--- config.mk ---
export PLATFORM = sky130hd
export DESIGN_NAME = bcd_to_bin_serial
export DESIGN_NICKNAME = d
export VERILOG_FILES = /design/src/rtl/bcd_to_bin_serial.sv
export SDC_FILE = /design/constraint.sdc
export NUM_CORES = 1
export LEC_CHECK = 0
export CAP_MARGIN = 40
export CORE_AREA = 2 2 78 62
export CTS_CLUSTER_DIAMETER = 40
export DETAILED_ROUTE_END_ITERATION = 7
export DIE_AREA = 0 0 80 64
export PLACE_DENSITY_LB_ADDON = 0.15
export SETUP_SLACK_MARGIN = 0.3
export SLEW_MARGIN = 25
export SYNTH_ARGS = -nofsm -noshare
export SYNTH_HDL_FRONTEND = slang
export SYNTH_SLANG_ARGS = --single-unit
--- constraint.sdc ---
create_clock -name clk -period 3.09 [get_ports clk]
set_clock_uncertainty 0.2 [all_clocks]
set_input_delay 0.618 -clock clk [delete_from_list [all_inputs] [get_ports clk]]
set_output_delay 0.618 -clock clk [all_outputs]
set_load 0.01 [all_outputs]
--- src/rtl/bcd_to_bin_serial.sv ---
// Serial packed-BCD to binary converter: one digit per clock, most-significant first,
// acc = acc*10 + digit, with a start/busy/done handshake and a non-decimal digit flag.
module bcd_to_bin_serial #(
  parameter int DIGITS = 2,
  parameter int BIN_W  = $clog2(10**DIGITS)
) (
  input  logic                  clk,
  input  logic                  rst_n,
  input  logic                  start,
  input  logic [4*DIGITS-1:0]   bcd_in,
  output logic                  busy,
  output logic                  done,
  output logic [BIN_W-1:0]      bin_out,
  output logic                  err
);

  localparam int SH_W  = 4 * DIGITS;
  localparam int CNT_W = (DIGITS > 1) ? $clog2(DIGITS) : 1;

  typedef enum logic [1:0] {
    S_IDLE = 2'd0,
    S_CONV = 2'd1,
    S_DONE = 2'd2
  } state_t;

  state_t             state_q, state_d;
  logic [SH_W-1:0]    shreg_q, shreg_d;
  logic [BIN_W-1:0]   acc_q, acc_d;
  logic [CNT_W-1:0]   cnt_q, cnt_d;
  logic               err_flag_q, err_flag_d;
  logic [BIN_W-1:0]   bin_out_q, bin_out_d;
  logic               err_q, err_d;

  logic [3:0]         digit;
  logic [BIN_W-1:0]   acc_next;
  logic               err_next;

  always_comb begin
    state_d    = state_q;
    shreg_d    = shreg_q;
    acc_d      = acc_q;
    cnt_d      = cnt_q;
    err_flag_d = err_flag_q;
    bin_out_d  = bin_out_q;
    err_d      = err_q;

    // x10 as x8 + x2; an invalid digit may wrap acc, but that result is discarded
    digit    = shreg_q[SH_W-1 -: 4];
    acc_next = (acc_q << 3) + (acc_q << 1) + BIN_W'(digit);
    err_next = err_flag_q | (digit > 4'd9);

    case (state_q)
      S_IDLE, S_DONE: begin
        state_d = S_IDLE;
        if (start) begin
          shreg_d    = bcd_in;
          acc_d      = '0;
          cnt_d      = '0;
          err_flag_d = 1'b0;
          state_d    = S_CONV;
        end
      end
      S_CONV: begin
        shreg_d    = shreg_q << 4;
        acc_d      = acc_next;
        err_flag_d = err_next;
        cnt_d      = cnt_q + CNT_W'(1);
        if (cnt_q == CNT_W'(DIGITS - 1)) begin
          state_d   = S_DONE;
          bin_out_d = err_next ? '0 : acc_next;
          err_d     = err_next;
        end
      end
      default: state_d = S_IDLE;
    endcase
  end

  always_ff @(posedge clk) begin
    if (!rst_n) begin
      state_q    <= S_IDLE;
      shreg_q    <= '0;
      acc_q      <= '0;
      cnt_q      <= '0;
      err_flag_q <= 1'b0;
      bin_out_q  <= '0;
      err_q      <= 1'b0;
    end else begin
      state_q    <= state_d;
      shreg_q    <= shreg_d;
      acc_q      <= acc_d;
      cnt_q      <= cnt_d;
      err_flag_q <= err_flag_d;
      bin_out_q  <= bin_out_d;
      err_q      <= err_d;
    end
  end

  // Outputs are pure decodes of registered state
  assign busy    = (state_q == S_CONV);
  assign done    = (state_q == S_DONE);
  assign bin_out = bin_out_q;
  assign err     = err_q;

endmodule

=== Yosys cells after proc, flatten, opt, wreduce, memory -nomap -nowiden ===
Cells that the tools add are included.

* Muxes and demuxes: 11
* Equal/unequal tests: 4
* Reduce and logical (&&, ||, !) cells: 5
* Add/subtract/negate cells: 3
* Bitwise gates (word level): 1
* Magnitude comparators: 1

{| class="wikitable"
|+ Operators with widths
! kind !! number
|-
| $pmux W8 S2 || 1
|-
| $pmux W6 S2 || 1
|-
| $mux W8 || 1
|-
| $add A7 B4 Y7 || 1
|-
| $add A7 B7 Y7 || 1
|-
| $mux W7 || 1
|-
| $mux W6 || 1
|-
| $gt A4 B4 Y1 const B || 1
|-
| $pmux W1 S2 || 2
|-
| $pmux W2 S2 || 1
|-
| $reduce_and A2 Y1 || 2
|-
| $eq A2 B1 Y1 const B || 1
|-
| $eq A2 B2 Y1 const B || 1
|-
| $logic_not A2 Y1 || 1
|-
| $mux W1 || 2
|-
| $mux W2 || 1
|-
| $ne A2 B1 Y1 const B || 1
|-
| $ne A2 B2 Y1 const B || 1
|-
| $reduce_bool A2 Y1 || 1
|-
| $reduce_or A2 Y1 || 1
|-
| $add A1 B1 Y1 const B || 1
|-
| $or A1 B1 Y1 || 1
|}

* Output and inout port bits: 10
* Flip-flop bits (word level): 26
* Bits of input ports: 11

=== Logic depth before layout (Yosys ltp) ===
Gate-level depths: netlist (run 1).

* Depth after elaboration: 4
* Depth in mapped cells: 8
* Gate-level depth less buffers: 8

=== Least setup slack after synthesis (run 1) ===
No wires, ideal clock.

* Path type: register to register
* From: register shreg_q[7]
* To: register bin_out_q[6] (netlist: bin_out[6])
* Arrival time: 1,904 ps
* Cell stages (with the launch flop): 9
* Required time: 2,772 ps
* Buffers on the path: 0
* Library setup time: 118 ps
* Setup slack: 867 ps
* Cell sequence: dfxtp_1 > inv_1 > fa_1 > inv_1 > fa_1 > a21o_1 > a21oi_1 > xnor2_1 > o21ai_1

* Word-level cells in the longest chain between the ends: 3

{| class="wikitable"
|+ Ends and longest elaborated chain
! element !! line !! RTL
|-
| start: declaration || 27 || <nowiki>logic [SH_W-1:0] shreg_q, shreg_d;</nowiki>
|-
| start signal: assignment || 89 || <nowiki>shreg_q <= shreg_d;</nowiki>
|-
| branches (longest 2 deep; another with $add A7 B4 Y7) || -- ||
|-
| $mux W7 (*) || 70 || <nowiki>bin_out_d = err_next ? '0 : acc_next;</nowiki>
|-
| end signal: assignment || 93 || <nowiki>bin_out_q <= bin_out_d;</nowiki>
|-
| end: declaration || 31 || <nowiki>logic [BIN_W-1:0] bin_out_q, bin_out_d;</nowiki>
|}

Mark *: on every way between the ends.
A chain may end at the register's enable or synchronous reset.

=== Final worst setup path (run 1) ===
* From: register state_q[1]
* To: output busy

* Word-level cells in the longest chain between the ends: 1

{| class="wikitable"
|+ Ends and longest elaborated chain
! element !! line !! RTL
|-
| start: declaration || 26 || <nowiki>state_t state_q, state_d;</nowiki>
|-
| start signal: assignment || 88 || <nowiki>state_q <= state_d;</nowiki>
|-
| $eq A2 B1 Y1 || 99 || <nowiki>assign busy = (state_q == S_CONV);</nowiki>
|-
| end: declaration || 11 || <nowiki>output logic busy,</nowiki>
|}

No other way between the ends.

==> results of run 1 <==
==> cells by family (layout without fill, tap and decap cells) <==
group | Yosys count | count (layout) | synth area share (%)
fa+ha+maj | 10 | 10 | 11.2
simple gates | 43 | 43 | 18.3
mux | 3 | 3 | 2.39
xor+xnor | 5 | 5 | 3.49
buf+inv | 13 | 30 | 5.68
compound gates | 30 | 30 | 17.4
flops | 26 | 26 | 41.5
==> critical path, cell delays in order, from the launching register on <==
cell	delay, ps
dfxtp_1	320
nand2b_1	350
inv_4	270
clkdlybuf4s50_1	570
==> worst paths after layout <==
check	depth (start not counted)	end	start	slack [ps]
min	2	bin_out[4]	bin_out[4]	250
max reg2reg	8	bin_out[6]	shreg_q[7]	740
max	3	busy	state_q[1]	500
min reg2reg	2	bin_out[4]	bin_out[4]	250
==> synthesized netlist by cell type (all sizes together), types with 2 or more instances <==
library cell	instances	area, um2
a22oi	9	67.6
inv	6	25.0
xor2	3	26.3
ha	8	100
nor2b	13	83.8
a21boi	5	37.5
a21oi	3	15.0
o211a	4	40.0
a21o	2	15.0
fa	2	40.0
xnor2	2	17.5
nand3	8	40.0
o21a	2	15.0
mux2i	3	30.0
nor2	6	30.0
dfxtp	26	521
nand2	12	47.6
buf	5	38.8
o21ai	3	15.0
clkbuf	2	7.51
==> per-layer routing <==
layer	up-vias	GRT usage, %	part of all wire (%)
met5	-	0	0
met4	0	3.60	1.0
li1	482	-	-
met1	431	16.3	55
met3	2	3.53	4.7
met2	22	16.1	39
==> sequential cells by signal (all words and copies together) (netlist names) <==
register and flops:
state_q 2, acc_q 6, cnt_q 1, err 1, shreg_q 8, err_flag_q 1, bin_out 7
==> power by group through the flow <==
stage | registers (mW) | clock network (mW) | logic [mW]
2_1_floorplan | 0.368 | 0 | 0.0801
3_3_place_gp | 0.372 | 0 | 0.112
3_5_place_dp | 0.372 | 0 | 0.114
4_1_cts | 0.364 | 0.198 | 0.115
5_1_grt | 0.366 | 0.213 | 0.126
6_report | 0.364 | 0.189 | 0.113
==> metrics by stage <==
step                      util, %  hold WS [ps]  worst slack, ps  area, um2
after floorplan                 -           259              867       1250
after global placement       34.5           238              723       1490
after detailed placement     34.5           248              692       1490
after CTS                    35.5           258              487       1530
after global routing         35.5           278              419       1530
final                        35.5           253              500       1530
==> cell type report <==
cell class	instances	area [um2]	share of cell area, %
Multi-Input combinational cell	91	663	43.4
Clock buffer	3	41.3	2.70
Inverter	6	25.0	1.64
Tap cell	57	71.3	4.66
Sequential cell	26	520	34.0
Timing Repair Buffer	21	208	13.6
==> impl_metrics.py, run 1 <==
metrics = {
    "run_status": {
        "status": "finished, final reports clean",
    },
    "power_and_ir_drop": {
        "share_clk_of_total_power_pct": 28.4,
        "internal_power_consumption_uw": 490,
        "cellPowerDensity_nw_per_um2": 436,
        "p_leak_nw": 0.655,
        "seqPwrFrac_pct": 54.6,
        "power.net_switching_uw": 176,
        "power.share.switching_pct": 26.4,
        "comb_power_share_pct": 17.0,
        "report.power.total_uw": 666,
        "peak_supply_drop_uv": 212,
    },
    "route": {
        "drt-pass1-iter-count": 4,
        "antenna_violating_nets_post_route": 0,
        "vias": 937,
        "drc": 0,
        "detail_route.iter0.violations": 38,
        "post_route_wl_mm": 2.67,
        "route.detailed.wl_per_inst_um": 13.1,
        "via_per_inst": 4.59,
    },
    "yosys": {
        "syn_avg_cell_area_um2": 9.65,
        "mappedNetlistNets": 151,
        "postSynthCellCount": 130,
        "post_synth_num_cell_types": 33,
        "ys_warn_count": 0,
        "synth-seq-cells": 26,
        "edff_count_synth": 0,
        "synth_flop_cell": "dfxtp_1",
        "syn_area_um2": 1250,
        "synth-async-reset-ratio_pct": 0,
        "synth_seq_area_share_pct": 41.5,
    },
    "critical_path": {
        "critPathKind": "register to output pin",
        "worst-path-max-fanout": 13,
        "worst_setup_path_start_kind": "register",
        "data_required_time_at_the_worst_endpoint_ps": 2270,
        "arrival_ps": 1770,
        "endpoint_kind": "output pin",
    },
    "timing": {
        "finalHoldViolations": 0,
        "max_slew_violations": 0,
        "finalSetupViolations": 0,
        "timing.max_slew.rel_slack_pct": 56.4,
        "post-route-period-util_pct": 83.8,
        "grt_setup_unrepaired": "false",
        "timing_worst_slew_pin_value_ps": 651,
        "maxClockFrequency_ghz": 0.386,
        "finalWorstPathRequiredPeriod_ps": 2590,
        "setup_total_negative_slack_ps": 0,
    },
    "floorplan": {
        "core_um2": 4310,
        "initial_utilization_pct": 29.1,
        "dieWidth_um": 80,
        "rows": 21,
        "die_area_um2": 5120,
        "design.portCount": 21,
        "dieHeight_um": 64,
    },
    "clocking": {
        "postCtsResizedCells": 0,
        "clk-insertion-delay-late_ps": 260,
        "numClockSinks": 26,
        "clk_root_buffer_cell": "clkbuf_8",
        "tritoncts_clock_tree": "built",
        "cts_setup_buffers": 0,
        "cts_max_path_buffers": 2,
        "cts_inserted_buffers": 3,
        "cts.reportedPaths.clkPinSlew_ps": 90,
        "htree_num_levels": 1,
        "hold_buf_cts": 0,
    },
    "global_routing": {
        "grt_pass1_vias": 893,
        "grt_antenna_before_repair": 0,
        "grt_pass1_wl_mm": 4.46,
        "globalRouteOverflowTotal": 0,
        "combined_global_route_utilization_of_all_metal_layers_pct": 11.4,
        "grt_start_max_net_pins": 16,
    },
    "final_layout": {
        "final_cell_mix": "dfxtp_1, clkdlybuf4s50_1, nor2b_1",
        "flow.area_growth_from_synthesis_pct": 21.8,
        "finish.net_count": 170,
        "antenna_cells": 0,
        "drive_gt1_share_pct": 6.12,
        "finalNonFillerCells": 204,
        "final_common_cell": "dfxtp_1",
        "fillerInstances": 455,
    },
    "job": {
        "cap_violations": 0,
    },
    "placement": {
        "hpwl_after_dpl_mm": 2.01,
        "dpl.cell_count": 201,
        "routability_cong": 0.827,
        "numPortBuffers": 20,
    },
    "worst_hold_path": {
        "holdCritPathClass": "register to register",
    },
}
No activity file was read; power rests on OpenSTA's default activity.
==> inputs of run 2 (changes only) <==
==> constraint.sdc (replaced) <==
create_clock -name clk -period 2.5 [get_ports clk]
set_clock_uncertainty 0.2 [all_clocks]
set_input_delay 0.5 -clock clk [delete_from_list [all_inputs] [get_ports clk]]
set_output_delay 0.5 -clock clk [all_outputs]
set_load 0.01 [all_outputs]
==> impl_metrics.py, run 2 (synthesis gave the netlist of run 1 again) <==
metrics = {
    "final_layout": {
        "final_common_cell": "dfxtp_1",
        "finish.net_count": 174,
        "drive_gt1_share_pct": 15.1,
        "final_area_um2": 1600,
        "finalNonFillerCells": 209,
        "max_reg_flops": 8,
        "registers.top_by_ff_count": "shreg_q",
        "flow.area_growth_from_synthesis_pct": 27.4,
        "antenna_cells": 0,
        "final_cell_mix": "dfxtp_1, clkdlybuf4s50_1, nor2b_1",
    },
    "clocking": {
        "cts_inserted_buffers": 3,
        "cts_setup_buffers": 0,
        "hold_buf_cts": 0,
        "htree_num_levels": 1,
        "numClockSinks": 26,
        "tritoncts_clock_tree": "built",
        "clk-insertion-delay-late_ps": 270,
        "cts_max_path_buffers": 2,
        "cts.reportedPaths.clkPinSlew_ps": 90,
        "clk_root_buffer_cell": "clkbuf_8",
    },
    "critical_path": {
        "arrival_ps": 2150,
        "worst_setup_path_start_kind": "register",
        "critPathKind": "register to register",
        "data_required_time_at_the_worst_endpoint_ps": 2470,
        "endpoint_kind": "register",
        "worst-path-max-fanout": 2,
    },
    "global_routing": {
        "grt_pass1_wl_mm": 4.59,
        "globalRouteOverflowTotal": 0,
        "grt_antenna_before_repair": 0,
        "grt_use_met3_pct": 3.53,
        "grt_start_max_net_pins": 18,
        "grt.met1_usage_pct": 15.6,
        "grt_most_used_layer": "met2",
        "globalRouteMet2Util_pct": 18.2,
        "grt_pass1_vias": 957,
        "combined_global_route_utilization_of_all_metal_layers_pct": 11.7,
    },
    "floorplan": {
        "design.portCount": 21,
        "dieHeight_um": 64,
        "die_area_um2": 5120,
        "rows": 21,
        "dieWidth_um": 80,
        "core_um2": 4310,
        "initial_utilization_pct": 29.1,
    },
    "route": {
        "detail_route.iter0.violations": 50,
        "drt-pass1-iter-count": 4,
        "post_route_wl_mm": 2.72,
        "via_per_inst": 4.65,
        "antenna_violating_nets_post_route": 0,
        "vias": 971,
        "drc": 0,
        "route.detailed.wl_per_inst_um": 13.0,
    },
    "placement": {
        "pre_cts_slack_ps": 211,
        "placed_area_um2": 1520,
        "routability_cong": 0.750,
        "hpwl_after_dpl_mm": 2.02,
        "numPortBuffers": 20,
        "dpl.cell_count": 205,
    },
    "power_and_ir_drop": {
        "report.power.total_uw": 874,
        "internal_power_consumption_uw": 648,
        "peak_supply_drop_uv": 261,
        "power.net_switching_uw": 226,
        "power.share.switching_pct": 25.9,
        "seqPwrFrac_pct": 51.5,
        "p_leak_nw": 0.676,
        "share_clk_of_total_power_pct": 31.0,
        "comb_power_share_pct": 17.5,
        "cellPowerDensity_nw_per_um2": 547,
    },
    "timing": {
        "setup_ws_ps": 321,
        "finalHoldViolations": 0,
        "maxClockFrequency_ghz": 0.459,
        "max_slew_violations": 0,
        "timing.max_slew.rel_slack_pct": 69.0,
        "grt_setup_unrepaired": "true",
        "timing_worst_slew_pin_value_ps": 464,
        "finalSetupViolations": 0,
        "finalWorstPathRequiredPeriod_ps": 2180,
        "post-route-period-util_pct": 87.2,
        "setup_total_negative_slack_ps": 0,
    },
    "worst_hold_path": {
        "holdCritPathClass": "register to register",
    },
    "run_status": {
        "status": "finished, final reports clean",
    },
    "job": {
        "cap_violations": 0,
    },
}
## run 2: cell count changes in the layout (fill, tap and decap cells not counted), moves of 2 or more
cell,change
buf_4,+4
dfxtp_1,-3
dfxtp_2,+3
a21oi_1,-2
a21oi_2,+2
inv_1,-2
inv_2,+2
## run 2: final timing paths
path	end	startpoint	depth (start not counted)	slack [ps]
min reg2reg	bin_out[2]	bin_out[2]	2	250
max reg2reg	bin_out[6]	shreg_q[7]	8	320
min	bin_out[2]	bin_out[2]	2	250
max	bin_out[6]	shreg_q[7]	8	320
## run 2: critical path: stages (launching register included)
cell	delay, ps
dfxtp_2	340
inv_2	50
fa_1	540
inv_2	60
fa_2	360
a21o_1	180
a21oi_2	140
xnor2_1	130
o21ai_1	80
## run 2: cell type report
class / instances / area (um2)
Timing Repair Buffer: 25 / 238
Fill cell: 443 / 2710
Clock buffer: 4 / 55.1
Tap cell: 57 / 71.3
Multi-Input combinational cell: 91 / 686
Sequential cell: 26 / 524
Inverter: 6 / 25.0
## run 2: power groups by stage
stage               Combinational [mW]  Clock (mW)  Sequential (mW)
finish                           0.153       0.271            0.450
CTS                              0.152       0.283            0.449
global route                     0.170       0.299            0.452
detailed placement               0.151           0            0.459
global placement                 0.148           0            0.458
floorplan                       0.0996           0            0.454
## run 2: timing repair
| action | 4_1_cts | 5_1_grt |
|---|---|---|
| endpoints found under the hold margin | 0 | 0 |
| cloned | 0 | 0 |
| endpoints found under the setup margin | 4 | 4 |
| pin swaps | 4 | 2 |
| resized for setup | 4 | 4 |
## run 2: metal layers
layer | vias up | share of wire [%] | wire length (um)
met4 | 0 | 1.5 | 41
li1 | 492 | - | -
met1 | 449 | 49 | 1340
met3 | 6 | 4.7 | 129
met2 | 24 | 44 | 1210
met5 | - | 0 | 0
## run 2: per-stage QoR
stage | hold slack (ps) | util, %
after floorplan | 259 | -
after detailed placement | 245 | 35.3
after global routing | 277 | 37.1
after CTS | 256 | 36.8
after global placement | 236 | 35.3
final | 252 | 37.1
